### src/rtl/ntt_stream_pkg.sv
// ntt_stream_pkg
//   Shared constants and types for the ntt_core input feeder.
//   STREAM_W / EOT_BIT describe the 65-bit stream word: bit 64 flags
//   end-of-transmission, bits 63:0 carry two 32-bit residues mod q.
//   WORDS_PER_POLY is the number of bus words per transform:
//   N coefficients spread over LANES lanes, COEFFS_PER_WORD per lane word.
package ntt_stream_pkg;

  localparam int LANES           = 4;
  localparam int DATA_W          = 64;
  localparam int STREAM_W        = DATA_W + 1;
  localparam int EOT_BIT         = DATA_W;
  localparam int N               = 1024;
  localparam int COEFFS_PER_WORD = 2;
  localparam int WORDS_PER_POLY  = N / (LANES * COEFFS_PER_WORD);
  localparam int FIFO_DEPTH      = 8;

  typedef enum logic [1:0] {
    ST_IDLE,
    ST_STREAM,
    ST_EOT,
    ST_DONE
  } feeder_state_t;

endpackage

### src/rtl/ntt_stream_fifo.sv
// ntt_stream_fifo
//   Synchronous FIFO with a dout/empty_n/read stream interface.
//   Ports:
//     clk, reset  - clock, synchronous active-high reset (flushes FIFO)
//     push, din   - write one entry; ignored when full
//     read        - pop the head entry; ignored when empty
//     dout        - head entry taken from registered storage; 0 while empty
//     empty_n     - 1 when at least one entry is held
//     count       - registered occupancy, 0..DEPTH
module ntt_stream_fifo #(
  parameter int WIDTH = 65,
  parameter int DEPTH = 8
) (
  input  logic                     clk,
  input  logic                     reset,
  input  logic                     push,
  input  logic [WIDTH-1:0]         din,
  input  logic                     read,
  output logic [WIDTH-1:0]         dout,
  output logic                     empty_n,
  output logic [$clog2(DEPTH):0]   count
);

  localparam int AW = $clog2(DEPTH);

  logic [WIDTH-1:0] mem [DEPTH];
  logic [AW-1:0]    wr_ptr;
  logic [AW-1:0]    rd_ptr;
  logic             do_push;
  logic             do_pop;

  assign do_push = push && (count != (AW+1)'(DEPTH));
  assign do_pop  = read && (count != '0);
  assign empty_n = (count != '0);

  // Gating with empty_n gives a defined 0 after reset without resetting storage.
  assign dout = empty_n ? mem[rd_ptr] : '0;

  // DEPTH is a power of two, so the pointers wrap by natural overflow.
  always_ff @(posedge clk) begin
    if (reset) begin
      wr_ptr <= '0;
      rd_ptr <= '0;
      count  <= '0;
    end else begin
      if (do_push) wr_ptr <= wr_ptr + 1'b1;
      if (do_pop)  rd_ptr <= rd_ptr + 1'b1;
      case ({do_push, do_pop})
        2'b10:   count <= count + 1'b1;
        2'b01:   count <= count - 1'b1;
        default: count <= count;
      endcase
    end
  end

  always_ff @(posedge clk) begin
    if (do_push && !reset) mem[wr_ptr] <= din;
  end

endmodule

### src/rtl/ntt_stream_feeder.sv
// ntt_stream_feeder
//   Splits a LANES*DATA_W coefficient bus into one FIFO per ntt_core input lane
//   and appends an end-of-transmission word once the requested number of
//   transforms has been streamed.
//   Ports:
//     clk, reset              - clock, synchronous active-high reset
//     start, num_polys        - launch a job of num_polys transforms (IDLE only)
//     busy, done              - job in progress / one-cycle completion pulse
//     in_data, in_valid,
//     in_ready                - upstream word handshake
//     core_istreams_i_*       - lane i stream: dout, empty_n, read
//     core_istreams_peek_i_*  - non-popping view of lane i; read is ignored
module ntt_stream_feeder
  import ntt_stream_pkg::*;
#(
  parameter int DATA_W         = ntt_stream_pkg::DATA_W,
  parameter int FIFO_DEPTH     = ntt_stream_pkg::FIFO_DEPTH,
  parameter int WORDS_PER_POLY = ntt_stream_pkg::WORDS_PER_POLY
) (
  input  logic                      clk,
  input  logic                      reset,
  input  logic                      start,
  input  logic [31:0]               num_polys,
  output logic                      busy,
  output logic                      done,
  input  logic [LANES*DATA_W-1:0]   in_data,
  input  logic                      in_valid,
  output logic                      in_ready,
  output logic [DATA_W:0]           core_istreams_0_dout,
  output logic                      core_istreams_0_empty_n,
  input  logic                      core_istreams_0_read,
  output logic [DATA_W:0]           core_istreams_1_dout,
  output logic                      core_istreams_1_empty_n,
  input  logic                      core_istreams_1_read,
  output logic [DATA_W:0]           core_istreams_2_dout,
  output logic                      core_istreams_2_empty_n,
  input  logic                      core_istreams_2_read,
  output logic [DATA_W:0]           core_istreams_3_dout,
  output logic                      core_istreams_3_empty_n,
  input  logic                      core_istreams_3_read,
  output logic [DATA_W:0]           core_istreams_peek_0_dout,
  output logic                      core_istreams_peek_0_empty_n,
  input  logic                      core_istreams_peek_0_read,
  output logic [DATA_W:0]           core_istreams_peek_1_dout,
  output logic                      core_istreams_peek_1_empty_n,
  input  logic                      core_istreams_peek_1_read,
  output logic [DATA_W:0]           core_istreams_peek_2_dout,
  output logic                      core_istreams_peek_2_empty_n,
  input  logic                      core_istreams_peek_2_read,
  output logic [DATA_W:0]           core_istreams_peek_3_dout,
  output logic                      core_istreams_peek_3_empty_n,
  input  logic                      core_istreams_peek_3_read
);

  localparam int SW = DATA_W + 1;
  localparam int CW = $clog2(FIFO_DEPTH) + 1;

  feeder_state_t state, state_next;
  logic [31:0]   total, total_next;
  logic [31:0]   wcnt, wcnt_next;
  logic [31:0]   total_calc;

  logic             push;
  logic             push_eot;
  logic             space;
  logic [SW-1:0]    lane_dout [LANES];
  logic [LANES-1:0] lane_empty_n;
  logic [LANES-1:0] lane_read;
  logic [LANES-1:0] lane_full;
  logic [CW-1:0]    lane_count [LANES];

  // The peek ports never pop; their read strobes are intentionally dropped.
  logic unused_peek_read;
  assign unused_peek_read = ^{core_istreams_peek_0_read, core_istreams_peek_1_read,
                              core_istreams_peek_2_read, core_istreams_peek_3_read};

  assign lane_read = {core_istreams_3_read, core_istreams_2_read,
                      core_istreams_1_read, core_istreams_0_read};

  // Product wraps mod 2^32 by design.
  assign total_calc = num_polys * 32'(WORDS_PER_POLY);

  // Space is judged on registered occupancy only: a pop in this cycle does
  // not free a slot until the next cycle, keeping in_ready off the read path.
  assign space = ~|lane_full;
  assign busy  = (state != ST_IDLE);

  for (genvar i = 0; i < LANES; i++) begin : g_lane
    logic [SW-1:0] push_word;

    assign push_word = push_eot ? {1'b1, {DATA_W{1'b0}}}
                                : {1'b0, in_data[DATA_W*i +: DATA_W]};

    ntt_stream_fifo #(
      .WIDTH (SW),
      .DEPTH (FIFO_DEPTH)
    ) u_fifo (
      .clk     (clk),
      .reset   (reset),
      .push    (push),
      .din     (push_word),
      .read    (lane_read[i]),
      .dout    (lane_dout[i]),
      .empty_n (lane_empty_n[i]),
      .count   (lane_count[i])
    );

    assign lane_full[i] = (lane_count[i] == CW'(FIFO_DEPTH));
  end

  assign core_istreams_0_dout         = lane_dout[0];
  assign core_istreams_1_dout         = lane_dout[1];
  assign core_istreams_2_dout         = lane_dout[2];
  assign core_istreams_3_dout         = lane_dout[3];
  assign core_istreams_0_empty_n      = lane_empty_n[0];
  assign core_istreams_1_empty_n      = lane_empty_n[1];
  assign core_istreams_2_empty_n      = lane_empty_n[2];
  assign core_istreams_3_empty_n      = lane_empty_n[3];
  assign core_istreams_peek_0_dout    = lane_dout[0];
  assign core_istreams_peek_1_dout    = lane_dout[1];
  assign core_istreams_peek_2_dout    = lane_dout[2];
  assign core_istreams_peek_3_dout    = lane_dout[3];
  assign core_istreams_peek_0_empty_n = lane_empty_n[0];
  assign core_istreams_peek_1_empty_n = lane_empty_n[1];
  assign core_istreams_peek_2_empty_n = lane_empty_n[2];
  assign core_istreams_peek_3_empty_n = lane_empty_n[3];

  always_ff @(posedge clk) begin
    if (reset) begin
      state <= ST_IDLE;
      total <= '0;
      wcnt  <= '0;
    end else begin
      state <= state_next;
      total <= total_next;
      wcnt  <= wcnt_next;
    end
  end

  always_comb begin
    state_next = state;
    total_next = total;
    wcnt_next  = wcnt;
    in_ready   = 1'b0;
    push       = 1'b0;
    push_eot   = 1'b0;
    done       = 1'b0;
    case (state)
      ST_IDLE: begin
        if (start) begin
          total_next = total_calc;
          wcnt_next  = '0;
          state_next = (total_calc == '0) ? ST_EOT : ST_STREAM;
        end
      end
      ST_STREAM: begin
        in_ready = space;
        if (in_valid && space) begin
          push      = 1'b1;
          wcnt_next = wcnt + 32'd1;
          if (wcnt + 32'd1 == total) state_next = ST_EOT;
        end
      end
      ST_EOT: begin
        if (space) begin
          push       = 1'b1;
          push_eot   = 1'b1;
          state_next = ST_DONE;
        end
      end
      ST_DONE: begin
        done       = 1'b1;
        state_next = ST_IDLE;
      end
      default: state_next = ST_IDLE;
    endcase
  end

endmodule

### config.mk
export PLATFORM = sky130hd
export DESIGN_NAME = ntt_stream_feeder
export DESIGN_NICKNAME = d
export VERILOG_FILES = /design/src/rtl/ntt_stream_pkg.sv /design/src/rtl/ntt_stream_fifo.sv /design/src/rtl/ntt_stream_feeder.sv
export SDC_FILE = /design/constraint.sdc
export NUM_CORES = 2
export LEC_CHECK = 0
export ABC_AREA = 1
export BUFFER_PORTS_ARGS = -buffer_cell sky130_fd_sc_hd__buf_2
export CORE_MARGIN = 5
export CORE_UTILIZATION = 35
export DETAILED_ROUTE_END_ITERATION = 10
export PLACE_DENSITY_LB_ADDON = 0.15
export SLEW_MARGIN = 20
export SYNTH_ARGS = -nofsm -noshare
export SYNTH_HDL_FRONTEND = slang
export SYNTH_SLANG_ARGS = --single-unit
### constraint.sdc
create_clock -name clk -period 8.1 [get_ports clk]
set_clock_uncertainty 0.1 [all_clocks]
set_input_delay 1.215 -clock clk [delete_from_list [all_inputs] [get_ports clk]]
set_output_delay 1.215 -clock clk [all_outputs]
set_load 0.005 [all_outputs]
* Word-level counts from Yosys, hierarchy flattened *
Memory sizes are Yosys's and may differ from the RTL's. A register that Yosys moved wholly into a read port is not among the register bits.
Cells that the tools add are included.

storage, ports and cells
  register bits = 99
  bits in latches = 0
  memory bits (writable) = 2,080
  bits in read-only memories = 0
  input bits = 300
  output and inout port bits = 531
  logic and storage cells = 134
  memories = 4

memories
  name                  words  width  rd ports  clocked after Yosys merged registers in  write ports  line                   text
  g_lane[0].u_fifo.mem  8      65     1         1                                        1            ntt_stream_fifo.sv:26  logic [WIDTH-1:0] mem [DEPTH];
  g_lane[1].u_fifo.mem  8      65     1         1                                        1            ntt_stream_fifo.sv:26
  g_lane[2].u_fifo.mem  8      65     1         1                                        1            ntt_stream_fifo.sv:26
  g_lane[3].u_fifo.mem  8      65     1         1                                        1            ntt_stream_fifo.sv:26

cells by class
  add/sub/neg operators = 17
  multiply operators = 0
  divide/modulo/power cells = 0
  $lt $le $gt $ge = 0
  equal/unequal tests = 24
  shift operators = 0
  mux-type cells = 43
  bitwise logic cells = 0
  reduce and logical (&&, ||, !) cells = 31

operators by type and width
  cell                                                                 count
  65-bit two-way mux                                                   8
  32-bit two-way mux                                                   2
  32-bit one-hot mux with 2 select lines                               1
  32-bit by 1-bit adder with 32-bit output (second input constant)     1
  32-bit == test                                                       1
  32-bit logical NOT                                                   1
  4-bit one-hot mux with 2 select lines                                4
  3-bit by 1-bit adder with 3-bit output (second input constant)       8
  3-bit two-way mux                                                    8
  4-bit by 1-bit adder with 4-bit output (second input constant)       4
  4-bit == test (second input constant)                                4
  4-bit inequality test (second input constant)                        4
  4-bit nonzero test                                                   4
  4-bit by 1-bit subtractor with 4-bit output (second input constant)  4
  1-bit logical AND                                                    13
  1-bit two-way mux                                                    13
  2-bit == test (second input constant)                                6
  2-bit nonzero test                                                   6
  2-bit by 1-bit == test with 1-bit output (second input constant)     5
  2-bit two-way mux                                                    5
  2-bit inequality test (second input constant)                        4
  2-bit one-hot mux with 4 select lines                                1
  4-bit AND reduction                                                  1
  4-bit OR reduction                                                   1
  other kinds (5)                                                      6

* Depth between registers and ports, before layout *
  depth after elaboration = 10
  depth in mapped cells = 19

* Modules after synthesis *
From an unflattened synthesis, not the netlist that was laid out.

second synthesis, totals
  cell total of the unflattened synthesis = 7,996
  area, all modules = 91,878.1 um^2

modules (own cells, without submodules)
  module                                   instances  cells each  area each (um^2)  seq. area each (um^2)
  ntt_stream_fifo at g_lane[0].u_fifo ...  3          1,633       20,981.4          15,875.2
  ntt_stream_fifo at g_lane[1].u_fifo      1          1,633       20,975.1          15,875.2
  ntt_stream_feeder                        1          1,464       7,958.9           1,181.1

* Worst setup path after synthesis *
Ideal clock, no wire load.

  path type = input-to-reg
  start point = in in_valid
  end point = mem g_lane[0].u_fifo.mem[6][0], enable pin
  setup time = 0.568 ns
  data arrival time = 6.238 ns
  setup slack = 1.194 ns
  stages = 7
  buffers on the path = 1
  cells stage by stage = nand3_1 -> nand2_2 -> nand2_4 -> nor2_4 -> inv_2 -> buf_6 -> nor3_1

on the way
  word-level cells in the longest chain between the ends = 7

ends and longest elaborated chain
  element                                  line                      text
  start, declared                          ntt_stream_feeder.sv:27   input logic in_valid,
  1-bit logical AND                        ntt_stream_feeder.sv:158  if (in_valid && space) begin
  1-bit two-way mux                        ntt_stream_feeder.sv:158
  1-bit one-hot mux with 2 select lines    ntt_stream_feeder.sv:148  case (state)
  1-bit logical AND                        ntt_stream_fifo.sv:32     assign do_push = push && (count != (AW+1)'(DEPTH));
  1-bit logical AND                        ntt_stream_fifo.sv:57     if (do_push && !reset) mem[wr_ptr] <= din;
  1-bit two-way mux                        ntt_stream_fifo.sv:57
  1-bit two-way mux (implied by the code)  ntt_stream_fifo.sv:57
  end, declared                            ntt_stream_fifo.sv:26

Every way passes these cells.

==> results.md <==
Detailed routing:
- The number of violations reported at the end of detailed-routing iteration 0 is 4132.
- The detailed-router iteration count before antenna repair is 6.
- Using the TritonRoute via totals, the vias-per-cell ratio works out to 5.069.
- The routed wirelength normalized by instance count is 22.04 µm.
- The wire length after detailed routing is 258.9 mm.
- The detail route stage leaves a number of antenna-violating nets equal to 0.
- The total vias in the final route is 59.55k.
- The final routed DRC violation total is 0.

Critical path:
- Along the worst path, the maximum fanout reaches 78.
- The worst setup path is launched from a flop.
- The worst setup path is captured at a primary output.
- STA puts the critical path data arrival time at 4360 ps.
- The delay contributed by the slowest stage of the critical path is 820 ps.
- In this run the register-to-register setup slack is 3290 ps.
- STA puts the critical path data required time at 6780 ps.
- The critical path class is reg -> out.
- In this run the critical register-to-register path is launched from g_lane[1].u_fifo.count[0]$_SDFFE_PP0P_.
- Among all stages on the critical path, the largest delay is contributed by sky130_fd_sc_hd__buf_4.
- Walking the worst path, the cells encountered are buf_4 -> buf_4 -> o21ai_0 -> o22ai_1 -> o21ai_0 -> a31oi_1 -> buf_2.

Global routing:
- The first global-routing pass estimated 382.7 mm of wire.
- The largest net degree at the start of global routing is 199.
- The number of global-route vias before repair is 58.21k.
- After global routing the overflow that remains totals 0.
- For this run, the total global-route usage over all layers was measured as 0.1859.
- The initial antenna violation count is 36.

STA:
- Setup violations remaining at the end of the flow were counted as 0.
- The slew at the pin closest to its max-slew limit is 1172 ps.
- The post-layout worst setup margin is 2422 ps.
- The time the final worst path needs with I/O delays and setup is 5678 ps.
- The final-layout setup total negative slack is 0 ps.
- The final max-slew violation count is 0.
- The final clock period utilization by the worst path is 0.7010.
- The final count of hold timing violations is 0.
- Timing would allow up to 176.1 MHz.
- Setup repair after global routing left no endpoint under its margin.
- The worst slew margin relative to its limit is 0.2184.

Hold path:
- The path class of the tightest hold or removal check is reg -> reg.
- The hold path startpoint is g_lane[3].u_fifo.rd_ptr[2]$_SDFFE_PP0P_.

Pwr:
- The share of power burned in registers is 0.385.
- The clock group share of total power is 0.289.
- The static leakage is 0.03662 µW.
- The power dissipated by switching net loads is 13010 µW.
- The internal portion of the total power is 23060 µW.
- Dividing total power by cell area gives a power density of 348.2 nW/µm².
- The worst ir drop on vdd is 0.0002768 V.
- Of the total power, combinational logic draws 0.326.
- Of the total power, the share spent switching nets is 0.3606.

Place:
- The HPWL after detailed placement is 143.0 mm.
- Input and output buffers added on the ports amount to 819.
- The placed instances occupy a cell area of 96000 µm².
- Before CTS, the worst setup slack after placement is 2967 ps.
- At the end of routability-driven placement, the weighted congestion stood at 0.7728.

Synthesis:
- After synthesis, the netlist uses 45 different library cells.
- The flip-flop and latch count after synthesis is 2191.
- After synthesis, the mean cell area works out to 11.71 µm².
- The post-synthesis instance total is 7717.
- For this run, the register share of the synthesized area comes to 0.7158.
- For this run, the number of Yosys warnings is 0.
- In the synthesized netlist the dominant register cell turns out to be sky130_fd_sc_hd__edfxtp_1.
- The area fraction of the dominant cell type after synthesis is 0.6912.
- Sorting the synthesized cells by how often they occur yields 2080 x sky130_fd_sc_hd__edfxtp_1, 1967 x sky130_fd_sc_hd__nor2_1, 1358 x sky130_fd_sc_hd__o21ai_0, 410 x sky130_fd_sc_hd__clkbuf_1, 377 x sky130_fd_sc_hd__inv_1.
- The library cell with the largest summed area after synthesis is sky130_fd_sc_hd__edfxtp_1.
- The net count after synthesis is 8041.
- The cell area after synthesis is 90360 µm².
- The most frequent cell after synthesis is sky130_fd_sc_hd__edfxtp_1.
- Ranked by total cell area, the synthesized netlist is headed by sky130_fd_sc_hd__edfxtp_1 69%, sky130_fd_sc_hd__nor2_1 8.2%, sky130_fd_sc_hd__o21ai_0 7.5%.
- After synthesis, the share of flip-flops with an asynchronous set or reset is 0.
- Yosys mapped a number of flops with a built-in enable equal to 2080.

Floorplan:
- The die covers 268400 µm².
- The initial utilization of the core area, before any placement, comes to 0.3517.
- The horizontal extent of the die is 518.1 µm.
- The core region is 256900 µm².
- Measured along the y axis, the die boundary spans 518.1 µm.
- The row count is 186.
- In this run the count of I/O pins placed on the die edge is 831.

Finish:
- From synthesis to final layout, the design area changed by 14.62%.
- The share of post-route cells with drive strength above 1 is 0.1608.
- The final core area utilization is 0.4031.
- After routing the design area is 103600 µm².
- The net count of the finished layout is 8465.

Clock tree:
- The buffer cell driving the clock tree root is sky130_fd_sc_hd__clkbuf_16.
- The CTS tree is yes.
- The quantity of hold-fixing buffers added after cts is 0.
- The clock-pin slew reported for the worst setup and hold paths after clock tree synthesis is 60 ps.
- CTS saw 2191 sinks.
- The number of H-tree levels is 4.
- The clock network latency to the later pin of the worst-skew pair is 870 ps.
- The number of cells upsized or downsized after cts is 0.
- The number of CTS-inserted buffers is 238.
- The longest clock path from root to sink contains 3 buffers.
- Post-CTS timing repair inserted 0 buffers for setup.

Flow run:
- Max-cap violations in this run came to 0.

Run status:
- The run finished with clean final reports.
-- through the flow --
| stage | hold WS [ps] | power, µW | cells |
|---|---|---|---|
| global placement | 355.0 | 26030 | 11290 |
| detailed placement | 358.7 | 26140 | 11290 |
| finish | 364.3 | 36070 | 11750 |
| floorplan | 333.1 | 21760 | 7717 |
| global route | 381.9 | 38220 | 11730 |
| CTS | 370.1 | 36690 | 11720 |
-- cells by family after synthesis --
family,after synthesis,share of synthesized area
compound gates,1969,0.1168
xor+xnor,16,0.001551
fa+ha+maj,24,0.003323
buf+inv,1123,0.05836
flops,2191,0.7158
simple gates,2394,0.1042
-- flip-flops by register name (all words and copies together) (netlist names), named ones only --
name and count:
g_lane.u_fifo.mem 2080, total 25, g_lane.u_fifo.count 16, wcnt 32
g_lane.u_fifo.wr_ptr 12, g_lane.u_fifo.rd_ptr 12, state 2
-- layout by cell type (no fill, tap or decap), types with 25 or more instances in the layout --
| cell type | synthesis | routed |
|---|---|---|
| sky130_fd_sc_hd__o21ai_0 | 1358 | 1358 |
| sky130_fd_sc_hd__clkbuf_16 | 0 | 239 |
| sky130_fd_sc_hd__diode_2 | 0 | 29 |
| sky130_fd_sc_hd__buf_2 | 36 | 819 |
| sky130_fd_sc_hd__clkinv_1 | 4 | 59 |
| sky130_fd_sc_hd__o22ai_1 | 260 | 260 |
| sky130_fd_sc_hd__clkinv_2 | 0 | 44 |
| sky130_fd_sc_hd__dfxtp_1 | 111 | 103 |
| sky130_fd_sc_hd__nand3_1 | 90 | 90 |
| sky130_fd_sc_hd__clkbuf_1 | 410 | 52 |
| sky130_fd_sc_hd__a21oi_1 | 73 | 73 |
| sky130_fd_sc_hd__nor2_1 | 1967 | 1951 |
| sky130_fd_sc_hd__nand2_1 | 248 | 248 |
| sky130_fd_sc_hd__buf_4 | 266 | 100 |
| sky130_fd_sc_hd__edfxtp_1 | 2080 | 2080 |
| sky130_fd_sc_hd__nor2_4 | 9 | 25 |
| sky130_fd_sc_hd__inv_1 | 377 | 360 |
| sky130_fd_sc_hd__a31oi_1 | 260 | 260 |
-- critical path: cells and delay by family (launching register included) --
kind,cells,cell delay (ps)
AOI/OAI and AO/OA,4,1020
buffers and inverters,3,1850
DFF,1,560
-- routing by layer --
layer	global-route usage	wire, µm	vias up
met5	0	80	-
met4	0.05201	5867	14
met3	0.02923	13610	339
met2	0.3112	125000	1511
met1	0.2515	114400	29670
li1	-	-	28020
-- area by class of cell --
class | count | area, µm²
inverter | 383 | 1485
clock inverter | 142 | 1313
timing repair buffer | 924 | 4950
multi-input combinational | 4403 | 20620
clock buffer | 292 | 6190
fill | 24390 | 153400
tap | 3384 | 4234
sequential | 2191 | 64710
antenna | 29 | 72.57
-- power by group through the flow --
stage          combinational (µW)  clock [µW]  sequential [µW]
2_1_floorplan                7850           0            13900
3_3_place_gp                11900           0            14100
3_5_place_dp                12000           0            14100
4_1_cts                     12000       10800            13900
5_1_grt                     13100       11200            13900
6_report                    11800       10400            13900
-- final timing paths --
| kind | endpoint | cells past startpoint |
|---|---|---|
| worst max-delay path | core_istreams_0_dout[32] | 7 |
| worst min register to register | g_lane[3].u_fifo.rd_ptr[2]$_SDFFE_PP0P_ | 2 |
| worst max register to register | g_lane[2].u_fifo.mem[4][27]$_DFFE_PP_ | 11 |
| worst min-delay path | g_lane[3].u_fifo.rd_ptr[2]$_SDFFE_PP0P_ | 2 |
Note: power is estimated with default switching activity, not from simulation.
